**src/rtl/csi_rx_ctrl.sv**
```systemverilog
`default_nettype none
// ============================================================================
// Module      : csi_rx_ctrl
// Description : Sequencing controller for the CSI receive packet path.
//               Holds the packet handler in reset until the HS lanes have
//               settled. It gates the aligner valid into the handler and
//               watches frame_active/frame_valid. From these it counts words,
//               lines and frames, and flags line-length errors. A stalled
//               frame is recovered by re-resetting the handler.
// Ports       : rxbyteclkhs/reset_n   - byte clock, sync active-low reset
//               enable, hs_active     - arm request, HS receive indication
//               in_valid_raw          - aligner valid before gating
//               frame_active/valid    - status from the packet handler
//               cfg_settle/line_words/timeout - runtime configuration
//               err_clear             - clears the sticky error flags
//               ph_reset, in_valid_gated - handler reset and gated valid
//               busy, line_count, frame_count, frame_done - status
//               err_line_len, err_timeout - sticky error flags
// Revision    : 1.0 - initial release
// ============================================================================
module csi_rx_ctrl #(
    parameter int CNT_WIDTH       = 16,
    parameter int FRAME_CNT_WIDTH = 16,
    parameter int SETTLE_WIDTH    = 8,
    parameter int TIMEOUT_WIDTH   = 16,
    parameter int RECOVER_CYCLES  = 4
) (
    input  logic                       rxbyteclkhs,
    input  logic                       reset_n,
    input  logic                       enable,
    input  logic                       hs_active,
    input  logic                       in_valid_raw,
    input  logic                       frame_active,
    input  logic                       frame_valid,
    input  logic [SETTLE_WIDTH-1:0]    cfg_settle,
    input  logic [CNT_WIDTH-1:0]       cfg_line_words,
    input  logic [TIMEOUT_WIDTH-1:0]   cfg_timeout,
    input  logic                       err_clear,
    output logic                       ph_reset,
    output logic                       in_valid_gated,
    output logic                       busy,
    output logic [CNT_WIDTH-1:0]       line_count,
    output logic [FRAME_CNT_WIDTH-1:0] frame_count,
    output logic                       frame_done,
    output logic                       err_line_len,
    output logic                       err_timeout
);

    localparam int REC_WIDTH = (RECOVER_CYCLES > 1) ? $clog2(RECOVER_CYCLES) : 1;
    localparam logic [REC_WIDTH-1:0] REC_LOAD = REC_WIDTH'(RECOVER_CYCLES - 1);

    typedef enum logic [2:0] {
        ST_IDLE    = 3'd0,
        ST_SETTLE  = 3'd1,
        ST_ARMED   = 3'd2,
        ST_FRAME   = 3'd3,
        ST_RECOVER = 3'd4
    } state_t;

    state_t                     state_q, state_d;
    logic [SETTLE_WIDTH-1:0]    settle_q, settle_d;
    logic [REC_WIDTH-1:0]       rec_q, rec_d;
    logic [CNT_WIDTH-1:0]       word_q, word_d;
    logic [CNT_WIDTH-1:0]       line_q, line_d;
    logic [TIMEOUT_WIDTH-1:0]   idle_q, idle_d;
    logic [FRAME_CNT_WIDTH-1:0] fcnt_q, fcnt_d;
    logic                       done_q, done_d;
    logic                       err_len_q, err_len_d;
    logic                       err_to_q, err_to_d;
    logic                       fv_prev_q, fv_prev_d;
    logic                       fa_prev_q, fa_prev_d;

    logic fv_fall;
    logic fa_fall;
    logic lanes_ok;

    assign lanes_ok = enable & hs_active;
    // fv_prev is forced low outside FRAME so a line only counts if it rose in FRAME
    assign fv_fall  = fv_prev_q & ~frame_valid;
    assign fa_fall  = fa_prev_q & ~frame_active;

    assign ph_reset       = (state_q == ST_IDLE) || (state_q == ST_SETTLE) ||
                            (state_q == ST_RECOVER);
    assign busy           = (state_q != ST_IDLE);
    assign in_valid_gated = in_valid_raw & hs_active &
                            ((state_q == ST_ARMED) || (state_q == ST_FRAME));
    assign line_count     = line_q;
    assign frame_count    = fcnt_q;
    assign frame_done     = done_q;
    assign err_line_len   = err_len_q;
    assign err_timeout    = err_to_q;

    always_comb begin
        state_d   = state_q;
        settle_d  = settle_q;
        rec_d     = rec_q;
        word_d    = word_q;
        line_d    = line_q;
        idle_d    = '0;
        fcnt_d    = fcnt_q;
        done_d    = 1'b0;
        err_len_d = err_clear ? 1'b0 : err_len_q;
        err_to_d  = err_clear ? 1'b0 : err_to_q;
        fv_prev_d = frame_valid & (state_q == ST_FRAME);
        fa_prev_d = frame_active;

        case (state_q)
            ST_IDLE: begin
                if (lanes_ok) begin
                    state_d  = ST_SETTLE;
                    settle_d = cfg_settle;
                end
            end
            ST_SETTLE: begin
                if (!lanes_ok) begin
                    state_d = ST_IDLE;
                end else if (settle_q == '0) begin
                    state_d = ST_ARMED;
                end else begin
                    settle_d = settle_q - SETTLE_WIDTH'(1);
                end
            end
            ST_ARMED: begin
                if (!lanes_ok) begin
                    state_d = ST_IDLE;
                end else if (frame_active) begin
                    state_d = ST_FRAME;
                    line_d  = '0;
                    word_d  = '0;
                end
            end
            ST_FRAME: begin
                if (frame_valid && (word_q != '1)) begin
                    word_d = word_q + CNT_WIDTH'(1);
                end
                // Line end is processed before frame end so frame_done sees the final line
                if (fv_fall) begin
                    if (line_q != '1) begin
                        line_d = line_q + CNT_WIDTH'(1);
                    end
                    if (word_q != cfg_line_words) begin
                        err_len_d = 1'b1;
                    end
                    word_d = '0;
                end
                if (frame_valid || in_valid_gated) begin
                    idle_d = '0;
                end else if (idle_q != '1) begin
                    idle_d = idle_q + TIMEOUT_WIDTH'(1);
                end else begin
                    idle_d = idle_q;
                end
                // Frame end has priority over a coincident stall timeout
                if (fa_fall) begin
                    done_d  = 1'b1;
                    fcnt_d  = fcnt_q + FRAME_CNT_WIDTH'(1);
                    state_d = lanes_ok ? ST_ARMED : ST_IDLE;
                end else if ((cfg_timeout != '0) && (idle_d >= cfg_timeout)) begin
                    err_to_d = 1'b1;
                    state_d  = ST_RECOVER;
                    rec_d    = REC_LOAD;
                end
            end
            ST_RECOVER: begin
                if (rec_q == '0) begin
                    state_d = ST_IDLE;
                end else begin
                    rec_d = rec_q - REC_WIDTH'(1);
                end
            end
            default: begin
                state_d = ST_IDLE;
            end
        endcase
    end

    always_ff @(posedge rxbyteclkhs) begin
        if (!reset_n) begin
            state_q   <= ST_IDLE;
            settle_q  <= '0;
            rec_q     <= '0;
            word_q    <= '0;
            line_q    <= '0;
            idle_q    <= '0;
            fcnt_q    <= '0;
            done_q    <= 1'b0;
            err_len_q <= 1'b0;
            err_to_q  <= 1'b0;
            fv_prev_q <= 1'b0;
            fa_prev_q <= 1'b0;
        end else begin
            state_q   <= state_d;
            settle_q  <= settle_d;
            rec_q     <= rec_d;
            word_q    <= word_d;
            line_q    <= line_d;
            idle_q    <= idle_d;
            fcnt_q    <= fcnt_d;
            done_q    <= done_d;
            err_len_q <= err_len_d;
            err_to_q  <= err_to_d;
            fv_prev_q <= fv_prev_d;
            fa_prev_q <= fa_prev_d;
        end
    end

endmodule
`default_nettype wire

```
**config.mk**
```make
export PLATFORM = sky130hd
export DESIGN_NAME = csi_rx_ctrl
export DESIGN_NICKNAME = d
export VERILOG_FILES = /design/src/rtl/csi_rx_ctrl.sv
export SDC_FILE = /design/constraint.sdc
export NUM_CORES = 1
export LEC_CHECK = 0
export CORE_MARGIN = 1
export CORE_UTILIZATION = 40
export CTS_CLUSTER_DIAMETER = 30
export DETAILED_ROUTE_END_ITERATION = 8
export PLACE_DENSITY_LB_ADDON = 0.25
export SLEW_MARGIN = 5
export SYNTH_ARGS = -nofsm -noshare
export SYNTH_HDL_FRONTEND = slang
export SYNTH_SLANG_ARGS = --single-unit
```
**constraint.sdc**
```tcl
create_clock -name rxbyteclkhs -period 3.67 [get_ports rxbyteclkhs]
set_clock_uncertainty 0.15 [all_clocks]
set_input_delay 0.734 -clock rxbyteclkhs [delete_from_list [all_inputs] [get_ports rxbyteclkhs]]
set_output_delay 0.734 -clock rxbyteclkhs [all_outputs]
set_load 0.01 [all_outputs]
```
==> metrics.csv <==
stage;metric;value;unit
outcome;status;finished, final reports clean;
sta;Tcrit/Tclk final;0.9283;
sta;final hold violations;0;
final_layout;ant diodes;0;
power;NetSw;0.0005396;W
logic_synthesis;Syn Inst Count;615;
clock_network;cts repair resizes;0;
floorplan;Horiz. Die Dim;112.5;um
placement;Area after DPL;0.005948;mm^2
power;Clock Power Share;0.434;
detailed_routing;Initial DRC Count;288;
power;Sw Ratio;0.2542;
global_route;GRT overflow;0;
floorplan;Die Y;112.5;um
sta;# setup viols final;0;
placement;HPWL after DPL;10.02;mm
critical_path;CP Data Arrival Time;3.49;ns
global_route;initial antenna violation count;0;
placement;Port Buffers;85;
detailed_routing;vias per cell;5.662;
clock_network;Post-CTS Setup Repair Bufs;0;
logic_synthesis;top-area cell type share of the netlist area;0.3363;
logic_synthesis;share of the yosys chip area belonging to registers;0.3363;
final_layout;layout cells sized above 1;0.07193;
clock_network;CTS Root Cell;clkbuf_16;
logic_synthesis;Async SR Flop Fraction;0;
power;PD cells;339.2;mW/mm^2
power;P_leak;2.312;nW
critical_path;CP Max Fanout;5;
clock_network;hold buffers post-CTS;0;
global_route;first-pass GRT wire length;21.67;mm
global_route;largest net degree at the start of global routing;22;
clock_network;clock latency on the worst-skew pair;0.35;ns
floorplan;Initial Util;0.4185;
detailed_routing;drt total wl;13.01;mm
sta;Period minus WS final;3.407;ns
sta;Slew headroom;0.4389;
placement;gp weighted congestion;0.9052;
final_layout;fill count;1118;
logic_synthesis;Synth Warn #;0;
detailed_routing;post-route antenna net violation count;0;
detailed_routing;WL/cell;15.27;um
sta;Post-Route Setup TNS;0;ns
global_route;Total GRT Usage;0.2123;
sta;Slew @ Worst Pin;0.8299;ns
floorplan;num ports;86;
logic_synthesis;syn_nets;686;
clock_network;H-tree depth;3;
detailed_routing;first-pass iteration count of the detailed router;5;
flow_run;max_cap viols;0;
sta;Slew Limit Fails;0;
critical_path;kind of critical path;in -> reg;
final_layout;final instance area;0.006259;mm^2
floorplan;Rows;39;
logic_synthesis;Area contributors post-synth;dfxtp_1 (34%), ha_1 (5.9%), xor2_1 (5.6%), nor2_1 (5.2%), a21oi_1 (4.6%);
floorplan;Placeable Area;0.01166;mm^2
power;internal power;0.001584;W
critical_path;critical path data required time;3.76;ns
power;total power;0.002123;W
final_layout;nets;776;
sta;unrepaired setup endpoints after global routing;false;
detailed_routing;Via Count;4824;
critical_path;CP Capture Type;flip-flop;
final_layout;Area growth syn-to-layout;28.22;%
clock_network;CTS tree;yes;
logic_synthesis;most area-hungry cell type in the Yosys netlist;dfxtp_1;
global_route;vias in the first global route;4621;
logic_synthesis;number of flops mapped to enable cells by yosys;0;
logic_synthesis;synth unique cells;61;
clock_network;Clock transition at path regs;0.06;ns
worst_hold_path;worst min path class;reg -> reg;
power;Worst IR Drop VDD;0.2790;mV
clock_network;clock buffer count from CTS;9;
logic_synthesis;Post-synth top flop;dfxtp_1;
clock_network;Bufs on Longest Clock Path;2;
clock_network;clock sink count;82;
power;Flop pwr share;0.434;
power;Gate power share;0.133;
critical_path;startpoint types;input pin;
floorplan;die footprint;0.01265;mm^2
logic_synthesis;Syn Area/Cell;7.936;um^2
logic_synthesis;Cell Area, Synth;0.004881;mm^2
logic_synthesis;register bit total from synthesis;82;
sta;Max Clock Freq;0.2935;GHz
detailed_routing;DRC;0;
-- cell type report --
cell class | count | area, um^2 | area share
inverter | 27 | 101.3 | 0.01619
sequential | 82 | 1642 | 0.2623
multi-input combinational | 481 | 3043 | 0.4862
clock buffer | 10 | 239.0 | 0.03818
timing repair buffer | 104 | 993.5 | 0.1587
clock inverter | 5 | 61.31 | 0.009796
tap | 143 | 178.9 | 0.02859
-- path summary, 6_finish.rpt --
kind / end / depth (start not counted) / from / slack [ns]
setup reg to reg: rec_q[0]$_SDFFE_PN0P_ / 12 / idle_q[3]$_SDFF_PN0_ / 0.27
hold / removal: err_line_len$_SDFF_PN0_ / 2 / err_line_len$_SDFF_PN0_ / 0.34
hold reg to reg: err_line_len$_SDFF_PN0_ / 2 / err_line_len$_SDFF_PN0_ / 0.34
setup / recovery: rec_q[0]$_SDFFE_PN0P_ / 10 / hs_active / 0.26
-- cells in the final DEF (no fill, tap or decap), drive strengths merged, types with 3 or more instances in the layout --
cell type	count
nand2b	7
ha	23
dfxtp	82
a31oi	6
clkdlybuf4s50	85
nor4	19
a21o	4
o211ai	11
or4	5
nor3	18
o31a	3
a211oi	4
and4	7
o21ai	30
xnor2	15
nor2	69
and3	15
nor2b	5
inv	28
buf	19
and2	9
xor2	31
nand3	23
o21a	3
mux2i	5
o22ai	4
a221oi	3
a21oi	45
clkbuf	10
or3	20
clkinv	3
a31o	3
nand4	20
nand2	45
-- critical path: stages --
cell and delay (ns):
clkdlybuf4s50_1 0.43, and3_1 0.19, or2_2 0.34, nand2b_1 0.18, ha_1 0.28, nand2b_1 0.15
a2111o_1 0.40, a32oi_1 0.30, a21oi_1 0.19, o31a_1 0.30
-- cell families after synthesis --
family | share of synthesized area
AOI/OAI and AO/OA | 0.1656
adders and majority gates | 0.05896
xor gates and xnor gates | 0.08254
buffers and inverters | 0.04230
muxes | 0.01256
DFF | 0.3363
and+or+nand+nor | 0.3017
-- through the flow --
step / utilization / hold WS (ns) / setup WS (ns) / instances
global placement: 0.5100 / 0.3111 / -0.01057 / 837
finish: 0.5366 / 0.3377 / 0.2630 / 852
CTS: 0.5358 / 0.3385 / 0.2226 / 852
detailed placement: 0.5100 / 0.3263 / -0.07976 / 837
floorplan: - / 0.3030 / 0.2616 / 615
global route: 0.5366 / 0.3599 / 0.05282 / 852
-- metal layers --
metal / GRT usage / wire, um / part of all wire / up-vias
met1: 0.2666 / 5868 / 0.45 / 2261
met5: 0 / 0 / 0 / -
met3: 0.05508 / 722 / 0.055 / 23
met2: 0.3474 / 6063 / 0.47 / 122
met4: 0.08444 / 356 / 0.027 / 0
li1: - / - / - / 2418
-- flip-flops by register name (all words and copies together) (netlist names), 2 cells and up --
register / cells
frame_count: 16
idle_q: 16
line_count: 16
rec_q: 2
settle_q: 8
state_q: 3
word_q: 16
-- cells in the mapped netlist (6+ instances only) --
cell type and number:
and2_1 9, nor2_1 68, o211ai_1 10, nand2_1 45, a21oi_1 45, or3_1 20
ha_1 23, a31oi_1 6, buf_2 6, clkbuf_1 15, nand2b_1 7, nand3_1 23
dfxtp_1 82, xnor2_1 15, nor3_1 18, inv_1 26, xor2_1 31, and3_1 15
and4_1 7, o21ai_0 30, nor4_1 19, nand4_1 20
-- power groups by stage --
stage	Combinational (W)	Sequential [W]	Clock (W)
after floorplan	0.000163	0.000935	0
after global placement	0.000273	0.000940	0
after detailed placement	0.000281	0.000941	0
after CTS	0.000282	0.000921	0.000941
after global routing	0.000310	0.000923	0.000987
final	0.000281	0.000921	0.000921
(Power assumes the default switching activity.)
